`src/rtl/int_ctrl_if.sv`:
```
// int_ctrl_if
//   Wishbone-style register bus between the system intercon and the
//   interrupt controller. The master drives the strobe, write enable,
//   address and write data. The slave returns registered read data and a
//   registered acknowledge.
//
//   Signals:
//     STB    master -> slave  strobe, held high until ACK
//     WE     master -> slave  write enable, valid with STB
//     ADDR   master -> slave  byte address (int_ctrl decodes ADDR[3:2])
//     DAT_I  master -> slave  write data
//     DAT_O  slave -> master  registered read data
//     ACK    slave -> master  registered acknowledge
interface int_ctrl_if;
    logic        STB;
    logic        WE;
    logic [31:0] ADDR;
    logic [31:0] DAT_I;
    logic [31:0] DAT_O;
    logic        ACK;

    modport master (
        output STB,
        output WE,
        output ADDR,
        output DAT_I,
        input  DAT_O,
        input  ACK
    );

    modport slave (
        input  STB,
        input  WE,
        input  ADDR,
        input  DAT_I,
        output DAT_O,
        output ACK
    );
endinterface

```
`src/rtl/int_ctrl.sv`:
```
// int_ctrl
//   Priority interrupt controller in front of the CPU's INT/Cause_in inputs.
//   It detects rising edges on up to N_SRC device interrupt lines and latches
//   them as pending bits. Pending, mask, status and software-trigger
//   registers are accessible over a Wishbone slave port. The block drives a
//   level interrupt and the cause code of the highest-priority (lowest index)
//   unmasked pending source.
//
//   Register map (ADDR[3:2]):
//     0 PENDING  read pending / write-1-to-clear
//     1 MASK     read/write, 1 = source enabled, resets to 0
//     2 STATUS   read-only {INT, 26'b0, cause[4:0]}
//     3 SOFT     write ORs data into pending, reads 0
//
//   Ports:
//     clk     system clock (clk100 domain)
//     rst     asynchronous active-high reset
//     irq_in  device interrupt lines, rising edge significant
//     bus     Wishbone slave (int_ctrl_if.slave)
//     INT     level interrupt to the CPU
//     CAUSE   cause code of the highest-priority unmasked pending source
//
//   Configuration macro:
//     INT_CTRL_SYNC_EN  when defined, irq_in passes through a 2-flop
//                       synchronizer before edge detection. Leave it
//                       undefined only when every source is synchronous
//                       to clk.
module int_ctrl #(
    parameter int N_SRC = 6
) (
    input  logic             clk,
    input  logic             rst,
    input  logic [N_SRC-1:0] irq_in,
    int_ctrl_if.slave        bus,
    output logic             INT,
    output logic [31:0]      CAUSE
);

    localparam int PAD = 32 - N_SRC;

    logic [N_SRC-1:0] sample;
    logic [N_SRC-1:0] irq_d;
    logic [N_SRC-1:0] rise;
    logic [N_SRC-1:0] pending;
    logic [N_SRC-1:0] mask;
    logic [N_SRC-1:0] active;
    logic [N_SRC-1:0] clr_bits;
    logic [N_SRC-1:0] soft_bits;
    logic [4:0]       cause_idx;
    logic             accept;
    logic             wr_en;
    logic [1:0]       reg_sel;
    logic [31:0]      rd_data;
    logic             unused_bits;

    assign unused_bits = ^{bus.ADDR[31:4], bus.ADDR[1:0], bus.DAT_I[31:N_SRC]};

`ifdef INT_CTRL_SYNC_EN
    logic [N_SRC-1:0] sync1;
    logic [N_SRC-1:0] sync2;

    // Two-flop synchronizer for sources coming from other clock domains.
    always_ff @(posedge clk or posedge rst) begin
        if (rst) begin
            sync1 <= '0;
            sync2 <= '0;
        end else begin
            sync1 <= irq_in;
            sync2 <= sync1;
        end
    end

    assign sample = sync2;
`else
    assign sample = irq_in;
`endif

    assign rise = sample & ~irq_d;

    // A strobe is accepted only on its first edge (ACK still low), so a
    // long-held strobe performs exactly one write.
    assign accept  = bus.STB & ~bus.ACK;
    assign wr_en   = accept & bus.WE;
    assign reg_sel = bus.ADDR[3:2];

    assign clr_bits  = (wr_en && reg_sel == 2'd0) ? bus.DAT_I[N_SRC-1:0] : '0;
    assign soft_bits = (wr_en && reg_sel == 2'd3) ? bus.DAT_I[N_SRC-1:0] : '0;

    assign active = pending & mask;

    // Lowest index wins: scan downward so the last hit is the lowest bit.
    always_comb begin
        cause_idx = '0;
        for (int i = N_SRC - 1; i >= 0; i--) begin
            if (active[i]) begin
                cause_idx = 5'(i);
            end
        end
    end

    assign INT   = |active;
    assign CAUSE = {27'b0, cause_idx};

    // Set terms are ORed after the clear so a coincident edge survives a W1C.
    always_ff @(posedge clk or posedge rst) begin
        if (rst) begin
            irq_d   <= '0;
            pending <= '0;
            mask    <= '0;
        end else begin
            irq_d   <= sample;
            pending <= (pending & ~clr_bits) | rise | soft_bits;
            if (wr_en && reg_sel == 2'd1) begin
                mask <= bus.DAT_I[N_SRC-1:0];
            end
        end
    end

    always_comb begin
        rd_data = '0;
        case (reg_sel)
            2'd0:    rd_data = {{PAD{1'b0}}, pending};
            2'd1:    rd_data = {{PAD{1'b0}}, mask};
            2'd2:    rd_data = {INT, 26'b0, cause_idx};
            default: rd_data = '0;
        endcase
    end

    // ACK simply follows STB one cycle late; read data is refreshed on
    // every strobed edge and held between accesses.
    always_ff @(posedge clk or posedge rst) begin
        if (rst) begin
            bus.ACK   <= 1'b0;
            bus.DAT_O <= '0;
        end else begin
            bus.ACK <= bus.STB;
            if (bus.STB) begin
                bus.DAT_O <= rd_data;
            end
        end
    end

endmodule
```
`src/flat_wrapper.sv`:
```
// flat-port wrapper written by rule: the top's interface ports become plain ports
module int_ctrl_flat 
#(
    parameter int N_SRC = 6
)
  (clk, rst, irq_in, INT, CAUSE, bus_STB, bus_WE, bus_ADDR, bus_DAT_I, bus_DAT_O, bus_ACK);
  int_ctrl_if bus_i ();
  input  logic clk;
  input  logic rst;
  input  logic [N_SRC-1:0] irq_in;
  output logic INT;
  output logic [31:0] CAUSE;
  input wire logic [$bits(bus_i.STB)-1:0] bus_STB;
  input wire logic [$bits(bus_i.WE)-1:0] bus_WE;
  input wire logic [$bits(bus_i.ADDR)-1:0] bus_ADDR;
  input wire logic [$bits(bus_i.DAT_I)-1:0] bus_DAT_I;
  output wire logic [$bits(bus_i.DAT_O)-1:0] bus_DAT_O;
  output wire logic [$bits(bus_i.ACK)-1:0] bus_ACK;
  assign bus_i.STB = bus_STB;
  assign bus_i.WE = bus_WE;
  assign bus_i.ADDR = bus_ADDR;
  assign bus_i.DAT_I = bus_DAT_I;
  assign bus_DAT_O = bus_i.DAT_O;
  assign bus_ACK = bus_i.ACK;
  int_ctrl #(.N_SRC(N_SRC)) u_core (.clk(clk), .rst(rst), .irq_in(irq_in), .bus(bus_i), .INT(INT), .CAUSE(CAUSE));
endmodule
```
`config.mk`:
```
export PLATFORM = sky130hd
export DESIGN_NAME = int_ctrl_flat
export DESIGN_NICKNAME = d
export VERILOG_FILES = /design/src/rtl/int_ctrl_if.sv /design/src/rtl/int_ctrl.sv /design/src/flat_wrapper.sv
export SDC_FILE = /design/constraint.sdc
export NUM_CORES = 1
export LEC_CHECK = 0
export CAP_MARGIN = 10
export CORE_UTILIZATION = 35
export CTS_BUF_LIST = sky130_fd_sc_hd__clkbuf_8
export CTS_CLUSTER_DIAMETER = 150
export DETAILED_ROUTE_END_ITERATION = 8
export PLACE_DENSITY_LB_ADDON = 0.1
export SLEW_MARGIN = 40
export SYNTH_ARGS = -nofsm -noshare
export SYNTH_HDL_FRONTEND = slang
export SYNTH_SLANG_ARGS = --single-unit
```
`constraint.sdc`:
```
create_clock -name clk -period 3.55 [get_ports clk]
set_input_delay 0.71 -clock clk [delete_from_list [all_inputs] [get_ports clk]]
set_output_delay 0.71 -clock clk [all_outputs]
set_load 0.005 [all_outputs]
```
## After elaboration in Yosys (flattened, before gate mapping)

Cells that the tools add are included.
Widths: inputs -> output; s select.

- Eq/ne operators: 3
- Muxes and demuxes: 9
- Bitwise gates (word level): 10
- Reductions and logical operators: 5

Operator list:

| kind | number |
|---|---|
| $pmux 32 s3 | 1 |
| $and 6x6->6 | 3 |
| $mux 3 | 6 |
| $mux 6 | 2 |
| $not 6->6 | 2 |
| $or 6x6->6 | 2 |
| $reduce_or 6->1 | 1 |
| $eq 2x2->1 const B | 2 |
| $logic_and 1x1->1 | 3 |
| $and 1x1->1 | 2 |
| $eq 2x1->1 const B | 1 |
| $logic_not 2->1 | 1 |
| $not 1->1 | 1 |

- Bits in registers: 51
- Bits of input ports: 74

## Logic depth before layout (Yosys ltp)

- Depth in word-level cells: 9
- Gate-level depth with buffers: 5
- Mapped depth without buffers: 4

## Least setup slack after synthesis

Ideal clock, no wire load.

- Path type: in2reg
- From: input port bus_ADDR[2]
- To: register u_core.mask[0]
- Data arrival time: 1.581 ns
- Setup slack: 1.844 ns
- Cell stages on the path: 4
- Path buffers: 1
- Path through: buf_2 nand2_1 nor2_2 mux2_2

- Word-level cells in the longest chain between the ends: 2

RTL lines:

| element | line | RTL |
|---|---|---|
| from (decl) | flat_wrapper.sv:15 | `input wire logic [$bits(bus_i.ADDR)-1:0] bus_ADDR;` |
| $eq 2x1->1 | int_ctrl.sv:113 | `if (wr_en && reg_sel == 2'd1) begin` |
| $logic_and 1x1->1 | int_ctrl.sv:113 |  |
| to (signal assigned) | int_ctrl.sv:114 | `mask <= bus.DAT_I[N_SRC-1:0];` |
| to (decl) | int_ctrl.sv:45 | `logic [N_SRC-1:0] mask;` |

Every way passes these cells.
A chain may end at the register's enable or synchronous reset.

## Worst setup path after layout

- From: register u_core.pending[1]
- To: output port CAUSE[0]

- Word-level cells in the longest chain between the ends: 3

RTL lines:

| element | line | RTL |
|---|---|---|
| from (decl) | int_ctrl.sv:44 | `logic [N_SRC-1:0] pending;` |
| from (signal assigned) | int_ctrl.sv:112 | `pending <= (pending & ~clr_bits) \| rise \| soft_bits;` |
| $and 6x6->6 | int_ctrl.sv:89 | `assign active = pending & mask;` |
| $mux 3 (2 in series) | int_ctrl.sv:95 | `if (active[i]) begin` |
| to (decl) | flat_wrapper.sv:12 | `output logic [31:0] CAUSE;` |

Every way passes these cells.

==> qor.txt <==
RSZ-0062 raised after global routing: false
max cap viols: 0
Synth Area in Simple Gates: 0.101
Leakage: 0.826 nW
Cell Area, Synth: 0.00156 sq mm
Hold Path End: u_core.bus.DAT_O[4]
worst min path class: reg -> reg
critical path type: reg -> out
PD cells: 411 mW/mm^2
final instance area: 0.00175 sq mm
total CTS buffers: 3
via count: 993
GRT Total Usage: 0.113
DR iter-0 viols: 38
Starting Density: 0.377
Final Util: 0.422
pre-CTS WS: 0.978 ns
Hold Startpoint: u_core.bus.DAT_O[4]
DRC viols: 0
xor-xnor portion of the synthesized cell area: 0
crit path time final: 2.50 ns
Rows: 23
fin crit share: 0.703
Seq/Total Area, Yosys: 0.417
Area Overhead vs Synth: 12.1%
IO buf count: 29
Nets: 258
post-synthesis cell count: 154
Storage cell area: 651 sq um
Area after DPL: 0.00169 sq mm
worst-path maximum fanout: 4
worst-case reg-to-reg path depth: 4
share of cells above drive strength 1: 0.0710
vias per inst: 4.26
Hold WS: 0.529 ns
GP Congestion: 0.750
DR pass1 iterations: 4
start of the worst register-to-register path: u_core.bus.ACK
fin worst setup slack: 1.05 ns
Synth Area in Adders: 0
main combinational cell family by area after synthesis: buffers and inverters
H-tree depth: 1
WP data required: 2.84 ns
core area: 0.00414 sq mm
Crit path arrival time: 1.79 ns
final hold violations: 0
reg2reg end: u_core.pending[2]
Post-CTS Setup Inserts: 0
post-synthesis compound-gate area fraction: 0.106
clock root buffer: clkbuf_8
total power: 719 uW
FF-to-FF setup slack: 2.05 ns
post-DP HPWL: 2040 um
TritonCTS clock tree: built
die height: 68.8 um
crit-path cells: nand2_1 > a32o_1 > a31oi_1 > clkdlybuf4s50_1
mux share of post-synthesis cell area: 0.0818
Finished Layout Cells: 233
vias in the first global route: 848
total gr overflow: 0
Sink Count: 26
diode count: 0
drt wl/cell: 10.8 um
Max Fclk: 401 MHz
area of the multi-input gates: 653 sq um
Hold Path Cell Cnt: 2
startpoint type of the worst setup path: flip-flop
Clk Latency, worst-skew pair: 0.26 ns
Antenna Nets Post-Route: 0
Setup TNS: 0 ns
maximum clock path buffer count: 2
Final Setup Violations: 0
Warnings, synthesis: 0
fin. max-slew vios: 0
Worst-Margin Slew: 0.531 ns
crit end category: primary output
clock skew: 0.00318 ns
Routed WL: 2510 um
synth unique cells: 25
Resized Gates After CTS: 0
slowest CP cell: clkdlybuf4s50_1
Hold Buf Count CTS: 0
Placed Cells: 229
Reg clk slew, reported paths: 0.09 ns
# IOs: 140
synthesized area per cell: 10.1 sq um
run status: completed
Fillers: 400
largest net degree at the start of global routing: 27
Die X: 68.8 um
number of synthesized register bits: 26
Peak VDD IR: 0.148 mV
die area: 0.00473 sq mm
slowest stage delay, CP: 0.56 ns
worst relative slew slack: 0.645
first-pass GRT wire length: 3930 um
antenna violations before repair: 0
-- worst max path at each step --
stage,from,to,slack (ns),depth (start not counted)
6_report,u_core.pending[1],CAUSE[0],1.05,4
5_1_grt,u_core.mask[1],CAUSE[0],0.93,4
4_1_cts,u_core.pending[1],CAUSE[0],1.02,4
3_5_place_dp,bus_STB,u_core.pending[4],0.98,5
3_3_place_gp,bus_STB,u_core.mask[5],0.99,5
2_1_floorplan,bus_ADDR[2],u_core.mask[0],1.84,4
-- area by class of cell --
class | instances | area share
multi-input cells | 114 | 0.373
flip-flops and latches | 26 | 0.372
repair buffers | 29 | 0.166
well taps | 50 | 0.0358
clock buffers | 4 | 0.0315
inverters | 10 | 0.0215
-- cell usage after synthesis --
master | number | area (sq um)
mux2_2 | 6 | 67.6
nor3b_4 | 1 | 18.8
a41o_1 | 2 | 20.0
and3_1 | 2 | 12.5
a31oi_1 | 1 | 6.26
nand3_1 | 2 | 10.0
or3_1 | 1 | 6.26
buf_4 | 54 | 405
dfrtp_1 | 26 | 651
a22oi_1 | 3 | 22.5
a32o_1 | 1 | 10.0
a221o_1 | 6 | 60.1
nor2b_1 | 7 | 43.8
o22ai_1 | 6 | 37.5
nand2_1 | 11 | 41.3
nor2_2 | 1 | 6.26
nand2b_1 | 1 | 6.26
clkbuf_1 | 2 | 7.51
conb_1 | 1 | 3.75
nor2_1 | 1 | 3.75
o221ai_1 | 1 | 8.76
inv_1 | 10 | 37.5
buf_2 | 1 | 5.00
mux2i_1 | 6 | 60.1
and3b_1 | 1 | 8.76
-- state kept, by name, indices dropped and copies added, names as in the netlist --
register,cells
u_core.bus.ACK,1
u_core.bus.DAT_O,7
u_core.mask,6
u_core.pending,6
u_core.irq_d,6
-- where the power goes --
part	switching, mW	internal, mW
registers	0.0245	0.329
clock network	0.0883	0.0990
logic	0.0791	0.0996
-- cell families (layout without fill, tap and decap cells) --
family	count (synthesis)	in the layout
AO/OA/AOI/OAI	20	20
buffers and inverters	67	43
flip-flops	26	26
multiplexers	12	12
other	1	54
AND/OR/NAND/NOR	28	28
-- layer usage --
layer  GRT usage  vias up  share of wire
met4      0.0383        0         0.0032
met2       0.194       54           0.51
met3      0.0197        2          0.063
met5           0        -              0
li1            -      469              -
met1       0.143      468           0.43
-- placed cells by master (no fill, tap or decap) --
| master | synthesis | final |
|---|---|---|
| clkdlybuf4s50_1 | 0 | 29 |
| nor2_1 | 1 | 1 |
| or3_1 | 1 | 1 |
| nand3_1 | 2 | 2 |
| o22ai_1 | 6 | 6 |
| dfrtp_1 | 26 | 26 |
| inv_2 | 0 | 1 |
| and3_1 | 2 | 2 |
| mux2i_1 | 6 | 6 |
| conb_1 | 1 | 54 |
| nor2_2 | 1 | 1 |
| a22oi_1 | 3 | 3 |
| a32o_1 | 1 | 1 |
| inv_1 | 10 | 9 |
| clkbuf_8 | 0 | 4 |
| a41o_1 | 2 | 2 |
| mux2_2 | 6 | 6 |
| nand2b_1 | 1 | 1 |
| nor2b_1 | 7 | 7 |
| nor3b_4 | 1 | 1 |
| and3b_1 | 1 | 1 |
| a31oi_1 | 1 | 1 |
| o221ai_1 | 1 | 1 |
| a221o_1 | 6 | 6 |
| nand2_1 | 11 | 11 |
-- worst max-delay path: cells and delay by family, from the launching register on --
family | cells | cell delay, ns
compound gates | 2 | 0.48
flops | 1 | 0.40
buf+inv | 1 | 0.56
simple gates | 1 | 0.09
Power figures use the tool's default switching activity.
